[src/rtl/mem_arbiter_pkg.sv]
// Shared encodings and defaults for the IF/MA memory arbiter.
package mem_arbiter_pkg;

    typedef enum logic [1:0] {
        IDLE    = 2'd0,
        IACCESS = 2'd1,
        DACCESS = 2'd2
    } arb_state_t;

    typedef enum logic [1:0] {
        SIZE_NONE = 2'b00,
        SIZE_BYTE = 2'b01,
        SIZE_HALF = 2'b10,
        SIZE_WORD = 2'b11
    } mem_size_t;

    typedef enum logic {
        GRANT_IF = 1'b0,
        GRANT_MA = 1'b1
    } grant_t;

    localparam logic [31:0] NOP_INSTR_DEFAULT = 32'h0000_0013;
    localparam int unsigned TIMEOUT_DEFAULT   = 255;

endpackage

[src/rtl/mem_arbiter_if.sv]
// Requester (IF, MA) and memory-side bus of the arbiter; the arbiter takes the slave view.
interface mem_arbiter_if;

    logic        IF_REQ;
    logic [31:0] IF_ADDR;
    logic [31:0] IF_INSTR;
    logic        IF_VALID;
    logic        IF_STALL;

    logic [1:0]  MA_READ;
    logic [1:0]  MA_WRITE;
    logic [31:0] MA_ADDR;
    logic [31:0] MA_WDATA;
    logic [31:0] MA_RDATA;
    logic        MA_VALID;
    logic        MA_STALL;

    logic        MEM_REQ;
    logic        MEM_WE;
    logic [1:0]  MEM_SIZE;
    logic [31:0] MEM_ADDR;
    logic [31:0] MEM_WDATA;
    logic [31:0] MEM_RDATA;
    logic        MEM_ACK;

    logic        ERR_TIMEOUT;

    modport slave (
        input  IF_REQ, IF_ADDR, MA_READ, MA_WRITE, MA_ADDR, MA_WDATA, MEM_RDATA, MEM_ACK,
        output IF_INSTR, IF_VALID, IF_STALL, MA_RDATA, MA_VALID, MA_STALL,
               MEM_REQ, MEM_WE, MEM_SIZE, MEM_ADDR, MEM_WDATA, ERR_TIMEOUT
    );

    modport master (
        output IF_REQ, IF_ADDR, MA_READ, MA_WRITE, MA_ADDR, MA_WDATA, MEM_RDATA, MEM_ACK,
        input  IF_INSTR, IF_VALID, IF_STALL, MA_RDATA, MA_VALID, MA_STALL,
               MEM_REQ, MEM_WE, MEM_SIZE, MEM_ADDR, MEM_WDATA, ERR_TIMEOUT
    );

endinterface

[src/rtl/arb_timeout_counter.sv]
// Access watchdog: counts access cycles without ACK; reached fires on the cycle the count hits LIMIT.
module arb_timeout_counter #(
    parameter int unsigned LIMIT = 255
) (
    input  logic clk,
    input  logic rst,
    input  logic clear,
    input  logic enable,
    output logic reached
);

    localparam int unsigned W = (LIMIT < 2) ? 1 : $clog2(LIMIT + 1);

    logic [W-1:0] count_q;

    always_ff @(posedge clk) begin
        if (rst || clear) begin
            count_q <= '0;
        end else if (enable) begin
            count_q <= count_q + W'(1);
        end
    end

    // Combinational so the abort lands on the same edge the count would reach LIMIT.
    assign reached = enable && (count_q == W'(LIMIT - 1));

endmodule

[src/rtl/mem_arbiter.sv]
// Single-port memory arbiter between instruction fetch (IF) and memory access (MA).
// Define ARB_FAIR_EN for round-robin grant on contention; default is fixed MA priority.
module mem_arbiter
    import mem_arbiter_pkg::*;
#(
    parameter int unsigned TIMEOUT_CYCLES = TIMEOUT_DEFAULT,
    parameter logic [31:0] NOP_INSTR      = NOP_INSTR_DEFAULT
) (
    input logic          CLK,
    input logic          RESET,
    mem_arbiter_if.slave bus
);

    arb_state_t  state_q, state_d;
    logic        mem_we_q;
    mem_size_t   mem_size_q;
    logic [31:0] mem_addr_q, mem_wdata_q;
    logic [31:0] if_instr_q, ma_rdata_q;
    logic        if_valid_q, ma_valid_q, err_q;

    logic grant_if, grant_ma, done, timed_out, tmo_reached;
    logic ma_req, ma_is_write, if_pending, ma_pending, in_access;

    assign ma_is_write = |bus.MA_WRITE;
    assign ma_req      = ma_is_write | (|bus.MA_READ);
    // A requester seeing its VALID this cycle has been served; don't re-grant it.
    assign if_pending  = bus.IF_REQ & ~if_valid_q;
    assign ma_pending  = ma_req & ~ma_valid_q;
    assign in_access   = (state_q != IDLE);

    arb_timeout_counter #(
        .LIMIT(TIMEOUT_CYCLES)
    ) u_timeout (
        .clk    (CLK),
        .rst    (RESET),
        .clear  (grant_if | grant_ma),
        .enable (in_access & ~bus.MEM_ACK),
        .reached(tmo_reached)
    );

`ifdef ARB_FAIR_EN
    grant_t last_grant_q;

    always_ff @(posedge CLK) begin
        if (RESET) begin
            last_grant_q <= GRANT_IF;
        end else if (grant_ma) begin
            last_grant_q <= GRANT_MA;
        end else if (grant_if) begin
            last_grant_q <= GRANT_IF;
        end
    end
`endif

    always_ff @(posedge CLK) begin
        if (RESET) begin
            state_q <= IDLE;
        end else begin
            state_q <= state_d;
        end
    end

    always_comb begin
        state_d   = state_q;
        grant_if  = 1'b0;
        grant_ma  = 1'b0;
        done      = 1'b0;
        timed_out = 1'b0;
        case (state_q)
            IDLE: begin
`ifdef ARB_FAIR_EN
                if (ma_pending && (!if_pending || last_grant_q == GRANT_IF)) begin
                    grant_ma = 1'b1;
                end else if (if_pending) begin
                    grant_if = 1'b1;
                end
`else
                if (ma_pending) begin
                    grant_ma = 1'b1;
                end else if (if_pending) begin
                    grant_if = 1'b1;
                end
`endif
                if (grant_ma) begin
                    state_d = DACCESS;
                end else if (grant_if) begin
                    state_d = IACCESS;
                end
            end
            IACCESS, DACCESS: begin
                // ACK wins over a timeout landing in the same cycle.
                if (bus.MEM_ACK) begin
                    done    = 1'b1;
                    state_d = IDLE;
                end else if (tmo_reached) begin
                    timed_out = 1'b1;
                    state_d   = IDLE;
                end
            end
            default: state_d = IDLE;
        endcase
    end

    always_ff @(posedge CLK) begin
        if (RESET) begin
            mem_we_q    <= 1'b0;
            mem_size_q  <= SIZE_NONE;
            mem_addr_q  <= '0;
            mem_wdata_q <= '0;
            if_instr_q  <= '0;
            ma_rdata_q  <= '0;
            if_valid_q  <= 1'b0;
            ma_valid_q  <= 1'b0;
            err_q       <= 1'b0;
        end else begin
            if_valid_q <= 1'b0;
            ma_valid_q <= 1'b0;
            err_q      <= timed_out;
            if (grant_ma) begin
                mem_addr_q  <= bus.MA_ADDR;
                mem_wdata_q <= bus.MA_WDATA;
                mem_we_q    <= ma_is_write;
                mem_size_q  <= ma_is_write ? mem_size_t'(bus.MA_WRITE) : mem_size_t'(bus.MA_READ);
            end else if (grant_if) begin
                mem_addr_q  <= bus.IF_ADDR;
                mem_wdata_q <= '0;
                mem_we_q    <= 1'b0;
                mem_size_q  <= SIZE_WORD;
            end
            if (done || timed_out) begin
                if (state_q == IACCESS) begin
                    if_valid_q <= 1'b1;
                    if_instr_q <= done ? bus.MEM_RDATA : NOP_INSTR;
                end else begin
                    ma_valid_q <= 1'b1;
                    if (timed_out) begin
                        ma_rdata_q <= '0;
                    end else if (!mem_we_q) begin
                        ma_rdata_q <= bus.MEM_RDATA;
                    end
                end
            end
        end
    end

    assign bus.MEM_REQ     = in_access;
    assign bus.MEM_WE      = mem_we_q;
    assign bus.MEM_SIZE    = mem_size_q;
    assign bus.MEM_ADDR    = mem_addr_q;
    assign bus.MEM_WDATA   = mem_wdata_q;
    assign bus.IF_INSTR    = if_instr_q;
    assign bus.IF_VALID    = if_valid_q;
    assign bus.MA_RDATA    = ma_rdata_q;
    assign bus.MA_VALID    = ma_valid_q;
    assign bus.ERR_TIMEOUT = err_q;
    assign bus.IF_STALL    = if_pending;
    assign bus.MA_STALL    = ma_pending;

endmodule

[src/flat_wrapper.sv]
// flat-port wrapper written by rule: the top's interface ports become plain ports
module mem_arbiter_flat import mem_arbiter_pkg::*;
#(
    parameter int unsigned TIMEOUT_CYCLES = TIMEOUT_DEFAULT,
    parameter logic [31:0] NOP_INSTR      = NOP_INSTR_DEFAULT
)
  (CLK, RESET, bus_IF_REQ, bus_IF_ADDR, bus_MA_READ, bus_MA_WRITE, bus_MA_ADDR, bus_MA_WDATA, bus_MEM_RDATA, bus_MEM_ACK, bus_IF_INSTR, bus_IF_VALID, bus_IF_STALL, bus_MA_RDATA, bus_MA_VALID, bus_MA_STALL, bus_MEM_REQ, bus_MEM_WE, bus_MEM_SIZE, bus_MEM_ADDR, bus_MEM_WDATA, bus_ERR_TIMEOUT);
  mem_arbiter_if bus_i ();
  input logic CLK;
  input logic RESET;
  input wire logic [$bits(bus_i.IF_REQ)-1:0] bus_IF_REQ;
  input wire logic [$bits(bus_i.IF_ADDR)-1:0] bus_IF_ADDR;
  input wire logic [$bits(bus_i.MA_READ)-1:0] bus_MA_READ;
  input wire logic [$bits(bus_i.MA_WRITE)-1:0] bus_MA_WRITE;
  input wire logic [$bits(bus_i.MA_ADDR)-1:0] bus_MA_ADDR;
  input wire logic [$bits(bus_i.MA_WDATA)-1:0] bus_MA_WDATA;
  input wire logic [$bits(bus_i.MEM_RDATA)-1:0] bus_MEM_RDATA;
  input wire logic [$bits(bus_i.MEM_ACK)-1:0] bus_MEM_ACK;
  output wire logic [$bits(bus_i.IF_INSTR)-1:0] bus_IF_INSTR;
  output wire logic [$bits(bus_i.IF_VALID)-1:0] bus_IF_VALID;
  output wire logic [$bits(bus_i.IF_STALL)-1:0] bus_IF_STALL;
  output wire logic [$bits(bus_i.MA_RDATA)-1:0] bus_MA_RDATA;
  output wire logic [$bits(bus_i.MA_VALID)-1:0] bus_MA_VALID;
  output wire logic [$bits(bus_i.MA_STALL)-1:0] bus_MA_STALL;
  output wire logic [$bits(bus_i.MEM_REQ)-1:0] bus_MEM_REQ;
  output wire logic [$bits(bus_i.MEM_WE)-1:0] bus_MEM_WE;
  output wire logic [$bits(bus_i.MEM_SIZE)-1:0] bus_MEM_SIZE;
  output wire logic [$bits(bus_i.MEM_ADDR)-1:0] bus_MEM_ADDR;
  output wire logic [$bits(bus_i.MEM_WDATA)-1:0] bus_MEM_WDATA;
  output wire logic [$bits(bus_i.ERR_TIMEOUT)-1:0] bus_ERR_TIMEOUT;
  assign bus_i.IF_REQ = bus_IF_REQ;
  assign bus_i.IF_ADDR = bus_IF_ADDR;
  assign bus_i.MA_READ = bus_MA_READ;
  assign bus_i.MA_WRITE = bus_MA_WRITE;
  assign bus_i.MA_ADDR = bus_MA_ADDR;
  assign bus_i.MA_WDATA = bus_MA_WDATA;
  assign bus_i.MEM_RDATA = bus_MEM_RDATA;
  assign bus_i.MEM_ACK = bus_MEM_ACK;
  assign bus_IF_INSTR = bus_i.IF_INSTR;
  assign bus_IF_VALID = bus_i.IF_VALID;
  assign bus_IF_STALL = bus_i.IF_STALL;
  assign bus_MA_RDATA = bus_i.MA_RDATA;
  assign bus_MA_VALID = bus_i.MA_VALID;
  assign bus_MA_STALL = bus_i.MA_STALL;
  assign bus_MEM_REQ = bus_i.MEM_REQ;
  assign bus_MEM_WE = bus_i.MEM_WE;
  assign bus_MEM_SIZE = bus_i.MEM_SIZE;
  assign bus_MEM_ADDR = bus_i.MEM_ADDR;
  assign bus_MEM_WDATA = bus_i.MEM_WDATA;
  assign bus_ERR_TIMEOUT = bus_i.ERR_TIMEOUT;
  mem_arbiter #(.TIMEOUT_CYCLES(TIMEOUT_CYCLES), .NOP_INSTR(NOP_INSTR)) u_core (.CLK(CLK), .RESET(RESET), .bus(bus_i));
endmodule
[config.mk]
export PLATFORM = sky130hd
export DESIGN_NAME = mem_arbiter_flat
export DESIGN_NICKNAME = d
export VERILOG_FILES = /design/src/rtl/mem_arbiter_pkg.sv /design/src/rtl/mem_arbiter_if.sv /design/src/rtl/arb_timeout_counter.sv /design/src/rtl/mem_arbiter.sv /design/src/flat_wrapper.sv
export SDC_FILE = /design/constraint.sdc
export NUM_CORES = 1
export LEC_CHECK = 0
export BUFFER_PORTS_ARGS = -buffer_cell sky130_fd_sc_hd__buf_2
export CAP_MARGIN = 20
export CORE_ASPECT_RATIO = 2
export CORE_MARGIN = 5
export CORE_UTILIZATION = 49
export CTS_CLUSTER_SIZE = 25
export DETAILED_ROUTE_END_ITERATION = 7
export HOLD_SLACK_MARGIN = 0.06
export PLACE_DENSITY_LB_ADDON = 0.05
export SLEW_MARGIN = 20
export SYNTH_ARGS = -nofsm -noshare
export SYNTH_HDL_FRONTEND = slang
export SYNTH_SLANG_ARGS = --single-unit
[constraint.sdc]
create_clock -name CLK -period 3.3 [get_ports CLK]
set_input_delay 0.33 -clock CLK [delete_from_list [all_inputs] [get_ports CLK]]
set_output_delay 0.33 -clock CLK [all_outputs]
set_load 0.01 [all_outputs]
==> summary.txt, run 1 <==
Logic synthesis
  – Synth Flop Type: dfxtp_1
  – Synth top area share: 52.8%
  – Syn Inst Count: 565
  – Synth unique cells: 42
  – Post-synth top cells: 144 x dfxtp_1, 99 x nand2_1, 71 x a21oi_1
  – Yosys warns: 0
  – Syn nets: 705
  – Most frequent cell after synthesis: dfxtp_1
  – Largest area contributor in the netlist: dfxtp_1
  – EDFF count, synth: 0
  – Mapped Area: 5460 um2
  – Synth Register Bits: 144
  – Area contributors post-synth: dfxtp_1 53%, nand2_1 6.8%, a21oi_1 6.5%, mux2i_1 5.9%, a22o_1 5.1%
  – Register area share after synthesis: 52.8%
  – Syn_area_per_cell: 9.67 um2
  – Ys async rst share: 0%

Critical path
  – Max FO, Critical Path: 58
  – Worst Setup Start Kind: flop
  – Reg2reg start: u_core.state_q[0]
  – WP data arrival: 2.52 ns
  – Crit path launch: u_core.state_q[0]
  – Crit path kind: reg2reg
  – CP Capture Type: flop
  – Worst endpoint required time: 3.61 ns

Run
  – Max_cap viols: 0

STA
  – Max_slew headroom: 35.8%
  – Post-route setup TNS: 0 ns
  – Worst setup margin: 1.09 ns
  – Tmin final: 2.21 ns
  – Setup Skew: 0.00879 ns
  – Hold Vio Cnt, Final: 0
  – Max frequency: 0.452 GHz
  – Worst slew pin tran: 0.963 ns
  – RSZ-0062 raised after global routing: no
  – Slew Viols, Final: 0
  – Final worst-path cycle share: 67.0%
  – Fin Hold WS: 0.122 ns
  – Final setup vio count: 0

Clock network
  – Num CTS Buffers: 17
  – # hold bufs at CTS: 0
  – Root Buffer: clkbuf_16
  – Clk_lat worst skew: 0.41 ns
  – Postcts setup bufs: 0
  – Gates resized, CTS repair: 0
  – TritonCTS Sinks: 144
  – CTS HTree Levels: 4
  – CTS Buffer Depth: 2
  – CTS tree: built
  – Clk slew on worst S/H paths: 0.06 ns

Placed design
  – PortBufs: 272
  – Placement Cell Area: 6870 um2
  – Post-placement cell count: 938
  – Post-place setup slack: 1.10 ns
  – Routability cong.: 0.838
  – Post-DP HPWL: 12,200 um

Finish
  – Layout cells sized above 1: 38.6%
  – Util after Layout: 68.3%
  – Final net count: 957
  – Fillers: 952
  – Final instance area: 7480 um2
  – Area growth from synthesis to layout: 36.9%
  – Non-filler cells, final: 971

Route
  – Routed Antenna Nets: 0
  – WL per Instance: 16.7 um
  – Total wire length: 16,200 um
  – Vias: 5,181
  – Detailed-route DRC error count: 0
  – Iter 0 DRT Violations: 236
  – DR vias/cell: 5.34
  – Drt first pass iters: 6

Floorplanning
  – Core Region: 10,900 um2
  – Die ar.: 13,500 um2
  – Die Ht: 159 um
  – Io pins: 273
  – Starting Density: 49.9%
  – Num rows: 54
  – Die Wd: 84.7 um

Hold path
  – Hold Path Class: in2reg
  – HP Start: bus_MA_WDATA[19]

Global route
  – Gr usage total: 23.7%
  – Vias in the first global route: 5,329
  – Congestion Overflow GR: 0
  – Initial antenna violation count: 1
  – Largest net degree at the start of global routing: 65
  – Global-route wire length before repair: 26,100 um

Power
  – Worst-case vdd ir drop: 0.000574 V
  – Int Pwr: 3.96 mW
  – Flop pwr share: 38.8%
  – Net Sw Frac: 32.0%
  – Pwr Total: 5.83 mW
  – P_leak: 3.47 nW
  – P_sw: 1.87 mW
  – Power Density: 779 nW/um2
  – Clk pwr share: 33.2%
  – Logic pwr share: 27.9%

Run status
  – Status: complete, no violations
[cell families after synthesis]
family	Yosys count	share of synthesized area, %
AOI/OAI and AO/OA	177	23.3
buffers and inverters	55	4.28
and+or+nand+nor	146	11.7
muxes	32	5.86
DFF	144	52.8
adders and majority gates	4	0.916
xor gates and xnor gates	7	1.12
[area by class of cell]
cell class              count  area (um2)  area share (%)
flip-flops and latches    144        2880            38.6
inverters                   8        30.0           0.402
repair buffers            280        1420            19.0
multi-input cells         366        2360            31.5
well taps                 140         175            2.34
diodes                      1        2.50          0.0335
clock inverters            13         164            2.19
clock buffers              19         443            5.92
[flip-flops by register name (all words and copies together) (netlist names)]
name and flops:
u_core.bus.ERR_TIMEOUT 1, u_core.bus.IF_INSTR 32, u_core.bus.IF_VALID 1, u_core.bus.MA_RDATA 32, u_core.bus.MA_VALID 1, u_core.bus.MEM_ADDR 32
u_core.bus.MEM_SIZE 2, u_core.bus.MEM_WDATA 32, u_core.bus.MEM_WE 1, u_core.state_q 2, u_core.u_timeout.count_q 8
[worst max-delay path, stage by stage (launching register included)]
cell and delay, ns:
dfxtp_1 0.36, inv_1 0.06, ha_1 0.32, and3_2 0.84
a21oi_1 0.19, a311oi_1 0.31
[power by group through the flow]
| stage | clock network (mW) | logic (mW) | registers [mW] |
|---|---|---|---|
| after global placement | 0 | 1.61 | 2.28 |
| after detailed placement | 0 | 1.65 | 2.28 |
| final | 1.94 | 1.63 | 2.26 |
| after global routing | 2.05 | 1.79 | 2.30 |
| after CTS | 1.97 | 1.65 | 2.26 |
| after floorplan | 0 | 0.864 | 2.43 |
[layer usage]
layer	part of all wire, %	vias up	GRT usage [%]
met3	7.7	32	8.13
li1	-	2559	-
met4	2.4	0	9.73
met5	0	-	0
met2	54	205	42.6
met1	36	2385	24.7
[worst paths after layout]
| kind | end | slack, ns | cells after the start |
|---|---|---|---|
| max | u_core.bus.IF_INSTR[7] | 1.09 | 5 |
| max reg2reg | u_core.bus.IF_INSTR[7] | 1.09 | 5 |
| min | u_core.bus.MEM_WDATA[19] | 0.12 | 2 |
| min reg2reg | u_core.bus.MA_RDATA[29] | 0.45 | 2 |
[cells in the final DEF (no fill, tap or decap), drive strengths merged, types with 17 or more instances in the layout]
cell / synthesis / layout
a22o: 32 / 32
nand2: 99 / 99
mux2i: 32 / 32
a21oi: 72 / 72
dfxtp: 144 / 144
buf: 22 / 280
clkbuf: 25 / 19
nor2: 17 / 17
a311oi: 29 / 29
o2bb2ai: 32 / 32
No activity file was read; power rests on OpenSTA's default activity.
==> run 2, diff against run 1 <==
CORE_UTILIZATION = 41   (was 49)
clock period = 1.92 ns   (was 3.3 ns; I/O delays follow)
==> run 2 against run 1 <==
Against the previous run:
- clock power rose by 76%
- core utilization fell by 1.9 points
- sequential share of layout area fell by 5.3 points
- critical path type unchanged
- largest cell class unchanged
- highest routed layer unchanged
==> summary.txt, run 2 (synthesis results as in run 1) <==
Run status
  – Status: complete, no violations

Critical path
  – Critical path buffers and inverters: 2 (+1)
  – Crit path kind: reg2reg
  – CP cell instances: inv_1 > ha_2 > nor2b_1 > and3b_1 > buf_12 > nand2_1 > a21oi_1
  – WP data arrival: 2.10 ns (-0.42 ns)
  – Worst endpoint required time: 2.26 ns (-1.35 ns)
  – Crit-path slowest cell: dfxtp_1
  – Max FO, Critical Path: 32 (-45%)
  – Family with the most delay on the worst path: simple AND/OR/NAND/NOR gates
  – CP Capture Type: flop
  – Slowest cell delay on critical path: 0.37 ns (-0.47 ns)
  – Worst Setup Start Kind: flop

Placed design
  – Post-placement cell count: 958 (+2.1%)
  – Routability cong.: 0.894 (+6.6%)
  – Placement Cell Area: 7040 um2 (+2.6%)
  – Post-DP HPWL: 12,400 um (+2.1%)
  – PortBufs: 272 (unchanged)

STA
  – Hold Vio Cnt, Final: 0 (unchanged)
  – Max_slew headroom: 73.1% (+37 points)
  – Slew Viols, Final: 0 (unchanged)
  – Fin Hold WS: 0.0729 ns (-0.0490 ns)
  – RSZ-0062 raised after global routing: no
  – Final setup vio count: 0 (unchanged)
  – Post-route setup TNS: 0 ns (unchanged)
  – Tmin final: 1.76 ns (-0.449 ns)
  – Max frequency: 0.568 GHz (+25%)
  – Final worst-path cycle share: 91.8% (+25 points)
  – Worst slew pin tran: 0.403 ns (-0.560 ns)
  – Setup Skew: 0.00928 ns (+0.000489 ns)

Clock network
  – CTS tree: built
  – Root Buffer: clkbuf_16
  – CTS Buffer Depth: 2 (unchanged)
  – Num CTS Buffers: 17 (unchanged)
  – TritonCTS Sinks: 144 (unchanged)
  – Clk slew on worst S/H paths: 0.06 ns (about the same)
  – CTS HTree Levels: 4 (unchanged)
  – Clk_lat worst skew: 0.41 ns (about the same)

Route
  – WL per Instance: 16.9 um (+0.76%)
  – Total wire length: 18,400 um (+13%)
  – Detailed-route DRC error count: 0 (unchanged)
  – Routed Antenna Nets: 0 (unchanged)
  – Drt first pass iters: 4 (-2)
  – Iter 0 DRT Violations: 174 (-26%)
  – DR vias/cell: 5.23 (-1.9%)
  – Vias: 5,706 (+10%)

Floorplanning
  – Core Region: 13,100 um2 (+19%)
  – Num rows: 59 (+9.3%)
  – Die Ht: 173 um (+8.7%)
  – Starting Density: 41.8% (-8.1 points)
  – Io pins: 273 (unchanged)
  – Die Wd: 91.6 um (+8.2%)
  – Die ar.: 15,900 um2 (+18%)

Finish
  – Non-filler cells, final: 1,090 (+12%)
  – Final instance area: 8680 um2 (+16%)
  – Layout cells sized above 1: 35.2% (-3.4 points)
  – Area growth from synthesis to layout: 58.8%
  – Commonest non-fill, non-tap cell in the layout: buf_2
  – Highest-count cells in the layout ignoring fill and taps: 272 x buf_2, 144 x dfxtp_1, 100 x dlygate4sd3_1
  – Final net count: 1,066 (+11%)
  – Util after Layout: 66.4% (-1.9 points)
  – Antenna diode count: 0 (-1)
  – Fillers: 1,072 (+13%)

Run
  – Max_cap viols: 0 (unchanged)

Power
  – Worst-case vdd ir drop: 0.000897 V (+56%)
  – Net Sw Frac: 32.5% (+0.47 points)
  – Clk pwr share: 32.4% (-0.8 points)
  – P_sw: 3.41 mW (+83%)
  – Logic pwr share: 30.5% (+2.6 points)
  – Power Density: 1210 nW/um2 (+55%)
  – P_leak: 3.96 nW (+14%)
  – Int Pwr: 7.09 mW (+79%)
  – Flop pwr share: 37.1% (-1.7 points)

Global route
  – Global-route wire length before repair: 28,800 um (+10%)
  – Largest net degree at the start of global routing: 65 (unchanged)
  – Congestion Overflow GR: 0 (unchanged)
  – Vias in the first global route: 5,834 (+9.5%)
  – Initial antenna violation count: 1 (unchanged)
  – Gr usage total: 22.3% (-1.4 points)

Hold path
  – Hold Path Class: in2reg
-- run 2: changes by cell type in the layout (fill, tap and decap cells not counted), sizes merged --
cell	delta
buf	+8
clkbuf	-1
clkinv	-5
clkinvlp	+1
diode	-1
dlygate4sd3	+100
inv	+5
-- run 2: worst reg2reg max path, cell delays in order (launching register included) --
cell and delay [ns]:
dfxtp_1 0.37, inv_1 0.08, ha_2 0.35, nor2b_1 0.24, and3b_1 0.24, buf_12 0.19, nand2_1 0.09, a21oi_1 0.13
-- run 2: area by class of cell --
cell class              instances  area (um2)  share of cell area [%]
flip-flops and latches        144        2880                    33.2
clock inverters                14         181                    2.09
clock buffers                  17         425                    4.90
inverters                       8        30.0                   0.346
repair buffers                389        2600                    30.0
multi-input cells             366        2370                    27.3
well taps                     152         190                    2.19
-- run 2: worst paths after layout --
check	cells after the start	slack, ns	start	endpoint
setup / recovery	7	0.16	u_core.state_q[0]	u_core.bus.MA_RDATA[1]
setup reg to reg	7	0.16	u_core.state_q[0]	u_core.bus.MA_RDATA[1]
hold / removal	3	0.07	bus_MA_ADDR[3]	u_core.bus.MEM_ADDR[3]
hold reg to reg	2	0.45	u_core.bus.MA_RDATA[21]	u_core.bus.MA_RDATA[21]
-- run 2: per-layer routing --
layer | track usage (%) | wire [um] | vias up
met1 | 22.4 | 6550 | 2643
met4 | 10.1 | 567 | 0
li1 | - | - | 2764
met2 | 41.0 | 9750 | 256
met3 | 6.82 | 1510 | 43
met5 | 0 | 0 | -
-- run 2: repair_timing --
item / 4_1_cts / 5_1_grt
buffers inserted: 0 / 0
resized for setup: 0 / 3
setup endpoints to repair: 0 / 8
hold buffers: 100 / 0
hold endpoints to repair: 93 / 0
-- run 2: stage by stage --
step           setup WS (ns)  total power, mW
2_1_floorplan          0.129             5.66
3_3_place_gp           0.243             6.84
3_5_place_dp           0.142             6.92
4_1_cts                0.136             10.5
5_1_grt               0.0527             11.0
6_report               0.158             10.5
-- run 2: power groups by stage --
stage	Combinational [mW]	Sequential (mW)	Clock, mW
after floorplan	1.49	4.17	0
after global placement	2.92	3.92	0
after detailed placement	3.00	3.92	0
after CTS	3.15	3.89	3.47
after global routing	3.46	3.97	3.60
final	3.20	3.90	3.41
